--- src/rtl/struct_deserializer.sv ---
// struct_deserializer
//
// Receive end of the byte-serial struct link. Six bytes arrive on an 8-bit
// valid/ready stream and are reassembled into the 41-bit record
// {flag, value[31:0], tag[7:0]}, then presented unpacked on a valid/ready
// output.
//
// Wire order: byte0 = tag, bytes1..4 = value (LSB first),
// byte5 = {7'b0, flag}. Nonzero padding in byte5 drops the record.
//
// Ports:
//   clk          single clock, all state changes on posedge
//   reset        asynchronous, active-low; clears all state immediately
//   in_valid     byte offered
//   in_data      byte payload
//   in_ready     byte accepted on in_valid && in_ready at posedge
//   out_valid    unpacked record available
//   out_ready    consumer takes the record on out_valid && out_ready
//   out_flag     record bit 40
//   out_value    record bits 39:8
//   out_tag      record bits 7:0
//   err_framing  one-cycle pulse: padding bits nonzero, record dropped
//   err_timeout  one-cycle pulse: partial record abandoned
//
// Parameter:
//   TIMEOUT_CYCLES  idle cycles tolerated inside a partial record (1..255)

module struct_deserializer #(
    parameter int TIMEOUT_CYCLES = 16
) (
    input  logic        clk,
    input  logic        reset,
    input  logic        in_valid,
    input  logic [7:0]  in_data,
    output logic        in_ready,
    output logic        out_valid,
    input  logic        out_ready,
    output logic        out_flag,
    output logic [31:0] out_value,
    output logic [7:0]  out_tag,
    output logic        err_framing,
    output logic        err_timeout
);

    typedef enum logic [1:0] {
        IDLE    = 2'd0,
        COLLECT = 2'd1,
        HOLD    = 2'd2
    } state_t;

    // The timeout fires on the idle edge that would bring the gap count to
    // TIMEOUT_CYCLES, so the compare is against one less than that.
    localparam logic [7:0] GAP_LAST = 8'(TIMEOUT_CYCLES - 1);

    state_t      state;
    logic [2:0]  count;
    logic [7:0]  gap;
    logic [7:0]  tag_buf;
    logic [31:0] value_buf;
    logic        accept;

    // in_ready is combinational from the state so it drops with reset and
    // rises in the same cycle the handshake returns the block to IDLE.
    assign in_ready = reset && (state != HOLD);
    assign accept   = in_valid && in_ready;

    always_ff @(posedge clk or negedge reset) begin
        if (!reset) begin
            state       <= IDLE;
            count       <= 3'd0;
            gap         <= 8'd0;
            tag_buf     <= 8'd0;
            value_buf   <= 32'd0;
            out_valid   <= 1'b0;
            out_flag    <= 1'b0;
            out_value   <= 32'd0;
            out_tag     <= 8'd0;
            err_framing <= 1'b0;
            err_timeout <= 1'b0;
        end else begin
            err_framing <= 1'b0;
            err_timeout <= 1'b0;

            case (state)
                IDLE: begin
                    gap <= 8'd0;
                    if (accept) begin
                        tag_buf <= in_data;
                        count   <= 3'd1;
                        state   <= COLLECT;
                    end
                end

                COLLECT: begin
                    if (accept) begin
                        // An accepted byte always beats a pending timeout.
                        gap   <= 8'd0;
                        count <= count + 3'd1;
                        case (count)
                            3'd1: value_buf[7:0]   <= in_data;
                            3'd2: value_buf[15:8]  <= in_data;
                            3'd3: value_buf[23:16] <= in_data;
                            3'd4: value_buf[31:24] <= in_data;
                            default: begin
                                count <= 3'd0;
                                if (in_data[7:1] == 7'd0) begin
                                    out_flag  <= in_data[0];
                                    out_value <= value_buf;
                                    out_tag   <= tag_buf;
                                    out_valid <= 1'b1;
                                    state     <= HOLD;
                                end else begin
                                    err_framing <= 1'b1;
                                    state       <= IDLE;
                                end
                            end
                        endcase
                    end else if (gap == GAP_LAST) begin
                        err_timeout <= 1'b1;
                        gap         <= 8'd0;
                        count       <= 3'd0;
                        state       <= IDLE;
                    end else begin
                        gap <= gap + 8'd1;
                    end
                end

                HOLD: begin
                    gap <= 8'd0;
                    if (out_ready) begin
                        out_valid <= 1'b0;
                        state     <= IDLE;
                    end
                end

                default: begin
                    state <= IDLE;
                    count <= 3'd0;
                    gap   <= 8'd0;
                end
            endcase
        end
    end

endmodule
--- config.mk ---
export PLATFORM = sky130hd
export DESIGN_NAME = struct_deserializer
export DESIGN_NICKNAME = d
export VERILOG_FILES = /design/src/rtl/struct_deserializer.sv
export SDC_FILE = /design/constraint.sdc
export NUM_CORES = 1
export LEC_CHECK = 0
export BUFFER_PORTS_ARGS = -buffer_cell sky130_fd_sc_hd__buf_2
export CORE_UTILIZATION = 50
export DETAILED_ROUTE_END_ITERATION = 8
export GPL_TIMING_DRIVEN = 0
export HOLD_SLACK_MARGIN = 0.1
export PLACE_DENSITY = 0.71
export SLEW_MARGIN = 20
export SYNTH_ARGS = -nofsm -noshare
export SYNTH_HDL_FRONTEND = slang
export SYNTH_SLANG_ARGS = --single-unit
export TNS_END_PERCENT = 10
--- constraint.sdc ---
create_clock -name clk -period 2.4 [get_ports clk]
set_clock_uncertainty 0.2 [all_clocks]
set_input_delay 0.12 -clock clk [delete_from_list [all_inputs] [get_ports clk]]
set_output_delay 0.12 -clock clk [all_outputs]
set_load 0.01 [all_outputs]
==> reports/metrics.csv, run 1 <==
stage,metric,value,unit
clock_network,CTS tree,done,
job,Max-Cap Viols,0,
global_route,pin count of the biggest net entering global routing,77,
setup_path,crit end category,flop,
yosys,Synth area leaders,"dfrtp_1, mux2_2, mux2_1",
timing,RSZ-0062 raised after global routing,no,
setup_path,CP Max Fanout,10,
timing,minimum clock period,2250,ps
layout,"commonest non-fill, non-tap cell in the layout",dfrtp_1,
clock_network,"Reg clk slew, reported paths",90,ps
timing,Worst Tran Pin Value,935,ps
clock_network,Num CTS Buffers,9,
global_route,gr usage total,18.9,%
setup_path,class of the most critical setup path,reg2reg,
yosys,Gate Count Post-Synth,261,
floorplanning,die area,8220,sq um
detailed_routing,drt first pass iters,4,
floorplanning,core area,7410,sq um
yosys,biggest area consumer among synthesized cells,dfrtp_1,
layout,most frequent cells in the layout,"dfrtp_1, buf_2, mux2_2",
yosys,Post-synth EDFFs,0,
power_and_ir_drop,pwr dens,807,nW/um^2
layout,ant diodes,0,
detailed_routing,via count,2323,
yosys,post-synth cell types,34,
clock_network,clock buffer depth,2,
timing,normalized max-slew margin,37.5,%
power_and_ir_drop,Pwr Total,3.79,mW
yosys,Ys Warns,0,
power_and_ir_drop,Static Leak,2.48,nW
yosys,Synth top area share,61.8,%
layout,layout cells sized above 1,38.9,%
floorplanning,num ports,57,
global_route,first-pass GRT wire length,11900,microns
clock_network,Root Buffer,clkbuf_8,
timing,"Slew Viols, Final",0,
setup_path,Worst EP arrival,2290,ps
yosys,Synth Area per Inst,15.1,sq um
detailed_routing,initial drt markers,105,
clock_network,post-CTS setup buffer count,0,
floorplanning,row count,31,
global_route,antenna violations before repair,0,
timing,Fin. Hold Viols,0,
detailed_routing,average wire per standard cell,15.8,microns
yosys,syn_nets,279,
placement,GPL Wtd Cong,0.809,
detailed_routing,Via-to-Cell Ratio,5.21,
yosys,synthesis-stage register bit count,97,
layout,Total Nets Final,360,
layout,area growth from synthesis to layout,19.6,%
setup_path,startpoint types,flop,
setup_path,required time of the worst setup path,2440,ps
yosys,top_reg_cell synth,dfrtp_1,
outcome,status,finished clean,
yosys,"FFs w/ async S/R, synth",100,%
floorplanning,DIE HEIGHT,90.6,microns
detailed_routing,Residual DRC,0,
detailed_routing,final wirelength,7050,microns
placement,IO buf count,56,
yosys,synthesized cell area,3930,sq um
clock_network,H-tree Lvls,3,
floorplanning,Initial Util,53.0,%
clock_network,Clock Sinks,97,
timing,setup violation total in the final timing report,0,
layout,fill count,561,
placement,placed instance count,417,
timing,Peak Freq,445,MHz
yosys,post-synthesis sequential area ratio,61.8,%
timing,fin crit share,93.6,%
global_route,gr ovfl total,0,
min_path,HP Class,in2async,
power_and_ir_drop,"IR drop worst, VDD",480,uV
layout,Finished Layout Cells,446,
global_route,number of global-route vias before repair,2359,
detailed_routing,Antenna Violating Nets Remaining,0,
floorplanning,Die Wd,90.6,microns
clock_network,worst-skew pair later-pin latency,360,ps
placement,HPWL Detailed,4650,microns
[sequential cells by signal (all words and copies together) (netlist names), 2 cells and up]
signal	count
out_value	32
count	3
tag_buf	8
value_buf	32
state	2
gap	8
out_tag	8
[through the flow]
stage | area (sq um) | setup WS, ps | hold slack (ps) | utilization [%] | TNS (ps)
after floorplan | 3930 | 341 | -376 | - | 0
after global placement | 4330 | -1350 | 135 | 58.5 | -95560
after detailed placement | 4370 | 124 | -206 | 58.9 | 0
after CTS | 4690 | 109 | 158 | 63.3 | 0
after global routing | 4700 | 40.9 | 192 | 63.4 | 0
final | 4700 | 153 | 142 | 63.4 | 0
[what timing repair did]
item                                   CTS  global route
hold buffers                            13             0
endpoints found under the hold margin  154             0
resized for setup                        0             1
setup endpoints to repair                0            35
[layout make-up]
cell class / instances / area (sq um) / area share [%]
inverter: 8 / 30.0 / 0.639
tap: 99 / 124 / 2.64
sequential: 97 / 2430 / 51.7
timing repair buffer: 70 / 444 / 9.45
clock inverter: 6 / 65.1 / 1.38
buffer: 8 / 50.0 / 1.07
clock buffer: 10 / 128 / 2.72
multi-input combinational: 148 / 1430 / 30.4
[metal layers]
layer | track usage [%] | share of wire [%] | up-vias
li1 | - | - | 1101
met1 | 26.3 | 50 | 1158
met2 | 28.5 | 44 | 52
met3 | 4.71 | 4.7 | 12
met4 | 7.26 | 1.4 | 0
met5 | 0 | 0 | -
[worst max-delay path, cell delays in order (launching register included)]
cell       delay (ps)
dfrtp_1           430
ha_1              280
nor4_4            350
o2111ai_2         280
buf_4             280
mux2_1            320
[final timing paths]
check / startpoint / to / slack, ps / depth (start not counted)
min in group clk: tag_buf[0] / out_tag[0] / 290 / 1
max in group asynchronous: reset / state[0] / 580 / 3
max: count[0] / out_value[28] / 150 / 5
min: reset / out_value[21] / 140 / 3
min reg2reg: tag_buf[0] / out_tag[0] / 290 / 1
max reg2reg: count[0] / out_value[28] / 150 / 5
[synth_stat cells (all sizes together) (3+ instances only)]
master  count
buf         8
o21ai       4
and3        3
o211ai      3
nand2       4
mux2       81
or3         3
dfrtp      97
nor2        7
nand3       6
ha          6
a21oi       5
nor2b       4
or4         3
inv         8
[power by group]
part / switching [mW] / internal [mW]
Combinational: 0.311 / 0.357
Clock: 0.558 / 0.486
Sequential: 0.156 / 1.92
[kinds of logic after synthesis]
logic type	Yosys count	share of synthesized area, %
buffers and inverters	16	2.04
muxes	81	24.1
and+or+nand+nor	40	6.24
AOI/OAI and AO/OA	18	3.28
DFF	97	61.8
xor gates and xnor gates	3	0.669
adders and majority gates	6	1.91
Power figures use the tool's default switching activity.
==> run 2: changes to the inputs <==
- ABC_AREA: not set -> 1
==> run 2 against run 1 <==
  * The run now ends with negative hold slack left
  * Register-to-register slack better by 230 ps
  * Sequential power about the same
  * Cell area up 3.3%
  * Core utilization up 2.1 points
==> reports/metrics.csv, run 2 <==
stage,metric,value,unit
yosys,Ys Warns,0,
yosys,Synth Area per Inst,9.28,sq um
clock_network,H-tree Lvls,3,
yosys,synthesis-stage register bit count,97,
layout,Largest regs,"out_value (32), value_buf (32)",
timing,RSZ-0062 raised after global routing,no,
yosys,synthesized cell area,3930,sq um
power_and_ir_drop,Seq pwr share,52.4,%
outcome,failing checks,negative hold slack,
yosys,post-synthesis sequential area ratio,61.8,%
clock_network,worst-skew pair later-pin latency,350,ps
setup_path,CP bufs+invs,8,
floorplanning,DIE HEIGHT,90.6,microns
layout,area growth from synthesis to layout,23.5,%
timing,Fin. Hold Viols,6,
outcome,status,"complete, but fails checks",
clock_network,Resized Gates After CTS,0,
clock_network,clock buffer depth,2,
clock_network,Num CTS Buffers,9,
power_and_ir_drop,pwr dens,830,nW/um^2
power_and_ir_drop,P_sw,1.17,mW
yosys,syn_nets,441,
yosys,Post-synth EDFFs,0,
yosys,biggest area consumer among synthesized cells,dfrtp_1,
yosys,Gate Count Post-Synth,423,
min_path,HP Class,in2async,
power_and_ir_drop,internal power,2.86,mW
timing,fin crit share,87.8,%
layout,Total Nets Final,527,
global_route,pin count of the biggest net entering global routing,57,
clock_network,Post-CTS Hold Buffers,18,
clock_network,"Reg clk slew, reported paths",90,ps
setup_path,CP top delay family,buffers and inverters,
clock_network,CTS tree,done,
layout,"commonest non-fill, non-tap cell in the layout",nand2_1,
detailed_routing,average wire per standard cell,13.6,microns
timing,minimum clock period,2110,ps
detailed_routing,drt first pass iters,4,
yosys,Synth Area in XOR/XNOR,0.223,%
clock_network,Root Buffer,clkbuf_8,
floorplanning,row count,31,
layout,ant diodes,0,
setup_path,Worst EP arrival,2170,ps
floorplanning,core area,7410,sq um
timing,WHS,-3.45,ps
yosys,top_reg_cell synth,dfrtp_1,
yosys,Post-Synth Adder-Cell Area,1.91,%
layout,most frequent cells in the layout,"nand2_1, dfrtp_1, inv_1",
setup_path,CP Max Fanout,56,
yosys,largest family of logic cells by synthesized area,simple AND/OR/NAND/NOR gates,
timing,worst setup margin,292,ps
detailed_routing,initial drt markers,171,
power_and_ir_drop,Switching Share,29.0,%
setup_path,startpoint types,primary input,
yosys,post-synth cell types,23,
setup_path,crit end category,flop,
global_route,antenna violations before repair,0,
global_route,number of global-route vias before repair,3094,
clock_network,Clock Sinks,97,
power_and_ir_drop,clock power share,27.6,%
floorplanning,Die Wd,90.6,microns
setup_path,Critical-path top delay cell,nor2_1,
power_and_ir_drop,Combinational Power Share,20.1,%
power_and_ir_drop,Static Leak,2.55,nW
floorplanning,die area,8210,sq um
placement,GPL Wtd Cong,0.818,
placement,HPWL Detailed,5610,microns
floorplanning,num ports,57,
floorplanning,Initial Util,53.0,%
power_and_ir_drop,"IR drop worst, VDD",385,uV
setup_path,cell repeated most along the worst path,buf_16,
yosys,top post-synthesis cells by count,"nand2_1, dfrtp_1, inv_1, o21ai_0, o21ai_1",
yosys,Post-Synth Simple-Gate Area,15.7,%
detailed_routing,Via-to-Cell Ratio,4.97,
timing,setup violation total in the final timing report,0,
setup_path,Worst path max stage delay,510,ps
job,Max-Cap Viols,0,
global_route,first-pass GRT wire length,14500,microns
detailed_routing,via count,3037,
detailed_routing,final wirelength,8320,microns
setup_path,class of the most critical setup path,in2reg,
yosys,"FFs w/ async S/R, synth",100,%
placement,Place WS,78.4,ps
yosys,Synth top area share,61.8,%
yosys,mux contribution to synthesized area,0,%
setup_path,required time of the worst setup path,2470,ps
layout,layout cells sized above 1,18.2,%
detailed_routing,Residual DRC,0,
yosys,Compound-Gate Fraction of Synth Area,11.8,%
detailed_routing,Antenna Violating Nets Remaining,0,
yosys,Synth area leaders,"dfrtp_1, nand2_1, o21ai_0",
timing,Peak Freq,474,MHz
setup_path,critical path cell sequence,"buf_6, buf_16, buf_16, buf_16, buf_16, buf_16, buf_16, nand4_2, nor2_1, buf_2, nand2_1, o21ai_0",
timing,normalized max-slew margin,60.9,%
timing,"Slew Viols, Final",0,
clock_network,post-CTS setup buffer count,0,
global_route,gr usage total,22.5,%
yosys,most frequent cell after synthesis,nand2_1,
global_route,gr ovfl total,0,
timing,Worst Tran Pin Value,584,ps
placement,IO buf count,56,
==> run 2: cell types whose count changed after synthesis, moves of 4 or more <==
| cell | before | now |
|---|---|---|
| nand2_1 | 4 | 103 |
| inv_1 | 8 | 60 |
| o21ai_0 | 4 | 51 |
| mux2_2 | 42 | 0 |
| o21ai_1 | 0 | 33 |
| mux2_1 | 30 | 0 |
| nor2_1 | 7 | 30 |
| mux2_4 | 9 | 0 |
| nand3_1 | 6 | 12 |
| buf_6 | 0 | 4 |
| nor2b_1 | 4 | 0 |
==> run 2: power by group through the flow <==
stage | logic [mW] | clock network [mW] | registers [mW]
after floorplan | 0.501 | 0 | 2.13
after global placement | 0.724 | 0 | 2.13
after detailed placement | 0.759 | 0 | 2.14
after CTS | 0.816 | 1.13 | 2.11
after global routing | 0.955 | 1.19 | 2.15
final | 0.810 | 1.11 | 2.11
==> run 2: final cells by class <==
type / count / area, sq um
Clock inverter: 3 / 67.6
Inverter: 61 / 229
Timing Repair Buffer: 75 / 602
Tap cell: 99 / 124
Multi-Input combinational cell: 251 / 1160
Fill cell: 597 / 2560
Sequential cell: 97 / 2430
Clock buffer: 11 / 131
Buffer: 14 / 106
==> run 2: kinds of logic after synthesis <==
| logic type | Yosys count |
|---|---|
| simple gates | 152 |
| flops | 97 |
| compound gates | 92 |
| buf+inv | 75 |
| fa+ha+maj | 6 |
| xor+xnor | 1 |
==> run 2: worst paths after layout <==
path                           from      endpoint  slack [ps]  cells past startpoint
max                           reset  value_buf[6]         290                     12
min                           reset  value_buf[4]          -3                      7
max reg2reg                count[0]  out_value[4]         380                     11
min reg2reg                  gap[0]        gap[0]         260                      1
max in group asynchronous     reset        gap[2]        1060                      9
min in group clk             gap[0]        gap[0]         260                      1
==> run 2: per-layer routing <==
metal	up-vias	track usage (%)	wire, microns
li1	1503	-	-
met1	1444	29.6	3690
met2	71	37.2	4080
met3	19	3.03	353
met4	0	9.95	199
met5	-	0	0
==> run 2: worst min-delay path, cell delays in order <==
cell    delay (ps)
buf_6           80
buf_16         100
buf_16          90
buf_16          90
buf_16          90
buf_16         100
buf_16         240
==> run 2: metrics by stage <==
stage	area [sq um]	cells	util, %	total power [mW]	TNS, ps
floorplan	3930	423	-	2.64	0
global placement	4330	578	58.5	2.85	-86170
detailed placement	4370	579	58.9	2.90	0
CTS	4850	611	65.5	4.05	0
global route	4850	611	65.5	4.29	0
finish	4850	611	65.5	4.03	0
==> run 3: changes to the inputs <==
- REMOVE_ABC_BUFFERS: not set -> 1
==> run 3 against run 2 <==
  * The run now ends clean
  * Die area did not move
  * Total power rose by 0.17%
  * Worst hold slack improved by 270 ps
  * First-iteration DRC count fell by 18%
  * Clock power barely moved
  * Setup slack got worse by 86 ps
  * Final cell count fell by 0.98%
  * Largest power group unchanged
==> reports/metrics.csv, run 3 (synthesis results as in run 2) <==
stage,metric,value,unit
outcome,status,finished clean,
placement,HPWL Detailed,4950,microns
setup_path,CP Max Fanout,38,
setup_path,Worst EP arrival,2230,ps
global_route,gr usage total,19.8,%
global_route,number of global-route vias before repair,2663,
floorplanning,die area,8210,sq um
clock_network,Clock Sinks,97,
layout,ant diodes,0,
layout,layout cells sized above 1,18.2,%
timing,Worst Tran Pin Value,968,ps
timing,Fin. Hold Viols,0,
clock_network,clock buffer depth,2,
job,Max-Cap Viols,0,
layout,Finished Layout Cells,605,
timing,fin crit share,91.4,%
floorplanning,DIE HEIGHT,90.6,microns
power_and_ir_drop,pwr dens,838,nW/um^2
floorplanning,Die Wd,90.6,microns
detailed_routing,Antenna Violating Nets Remaining,0,
timing,normalized max-slew margin,35.2,%
clock_network,H-tree Lvls,3,
timing,setup violation total in the final timing report,0,
setup_path,class of the most critical setup path,reg2reg,
global_route,pin count of the biggest net entering global routing,60,
detailed_routing,Via-to-Cell Ratio,4.78,
placement,placed instance count,569,
detailed_routing,via count,2891,
layout,area occupied by multi-input gates,1180,sq um
min_path,HP Class,reg2reg,
layout,"commonest non-fill, non-tap cell in the layout",nand2_1,
setup_path,startpoint types,flop,
setup_path,required time of the worst setup path,2440,ps
layout,fill count,576,
global_route,first-pass GRT wire length,12600,microns
placement,Placement Cell Area,4320,sq um
layout,area growth from synthesis to layout,22.7,%
detailed_routing,drt first pass iters,4,
floorplanning,row count,31,
setup_path,crit end category,flop,
timing,Peak Freq,456,MHz
clock_network,worst-skew pair later-pin latency,350,ps
detailed_routing,average wire per standard cell,13.1,microns
floorplanning,num ports,57,
timing,minimum clock period,2190,ps
detailed_routing,initial drt markers,141,
floorplanning,Initial Util,53.0,%
clock_network,Root Buffer,clkbuf_8,
power_and_ir_drop,"IR drop worst, VDD",365,uV
global_route,gr ovfl total,0,
layout,most frequent cells in the layout,"nand2_1, dfrtp_1, inv_1",
timing,WHS,265,ps
floorplanning,core area,7410,sq um
clock_network,CTS tree,done,
layout,fin area,4820,sq um
clock_network,Num CTS Buffers,9,
clock_network,"Reg clk slew, reported paths",90,ps
detailed_routing,Residual DRC,0,
layout,post-route core utilization,65.0,%
power_and_ir_drop,Pwr Total,4.04,mW
layout,Largest regs,"out_value (32), value_buf (32)",
placement,GPL Wtd Cong,0.729,
detailed_routing,final wirelength,7930,microns
global_route,antenna violations before repair,0,
placement,IO buf count,56,
timing,RSZ-0062 raised after global routing,no,
layout,Total Nets Final,519,
timing,"Slew Viols, Final",0,
layout,register area,2430,sq um
power_and_ir_drop,Static Leak,2.53,nW
## run 3: layout make-up
| cell class | instances | share of cell area (%) |
|---|---|---|
| repair buffers | 81 | 13.4 |
| flip-flops and latches | 97 | 50.4 |
| well taps | 99 | 2.57 |
| multi-input cells | 251 | 24.4 |
| clock buffers | 13 | 3.51 |
| inverters | 61 | 4.75 |
| clock inverters | 3 | 0.987 |
## run 3: metal layers
| metal | track usage (%) | part of all wire, % | routed length, microns |
|---|---|---|---|
| met1 | 28.1 | 49 | 3870 |
| met2 | 30.1 | 46 | 3630 |
| met3 | 3.37 | 2.9 | 232 |
| met4 | 8.20 | 2.4 | 187 |
| met5 | 0 | 0 | 0 |
## run 3: final timing paths
check | end | slack [ps] | cells after the start | startpoint
max in group asynchronous | value_buf[17] | 1110 | 7 | reset
min reg2reg | gap[0] | 260 | 1 | gap[0]
min | gap[0] | 260 | 1 | gap[0]
max | out_value[14] | 210 | 12 | count[0]
max reg2reg | out_value[14] | 210 | 12 | count[0]
min in group asynchronous | out_value[22] | 450 | 6 | reset
## run 3: repair_timing
| item | in CTS | in global routing |
|---|---|---|
| hold endpoints to repair | 144 | 97 |
| buffers inserted | 1 | 2 |
| endpoints found under the setup margin | 11 | 30 |
| hold buffers | 13 | 4 |
| cloned | 0 | 1 |
| gates resized for setup | 0 | 4 |
## run 3: power by group
part / internal [mW] / switching (mW)
Clock: 0.572 / 0.539
Sequential: 1.97 / 0.138
Combinational: 0.309 / 0.504
## run 3: metrics by stage
| stage | setup slack, ps | TNS, ps |
|---|---|---|
| 2_1_floorplan | -759 | -29260 |
| 3_3_place_gp | -3230 | -186790 |
| 3_5_place_dp | -356 | -7420 |
| 4_1_cts | 35.9 | 0 |
| 5_1_grt | 59.4 | 0 |
| 6_report | 206 | 0 |
## run 3: critical path, cell delays in order (launching register included)
cell and delay, ps:
dfrtp_1 420, inv_1 80, ha_1 200, inv_1 90, nand2_1 60, nand2_1 90, nand2_2 80, nand3b_1 200
buf_8 160, buf_6 190, buf_8 190, nand2_1 60, o21ai_0 70
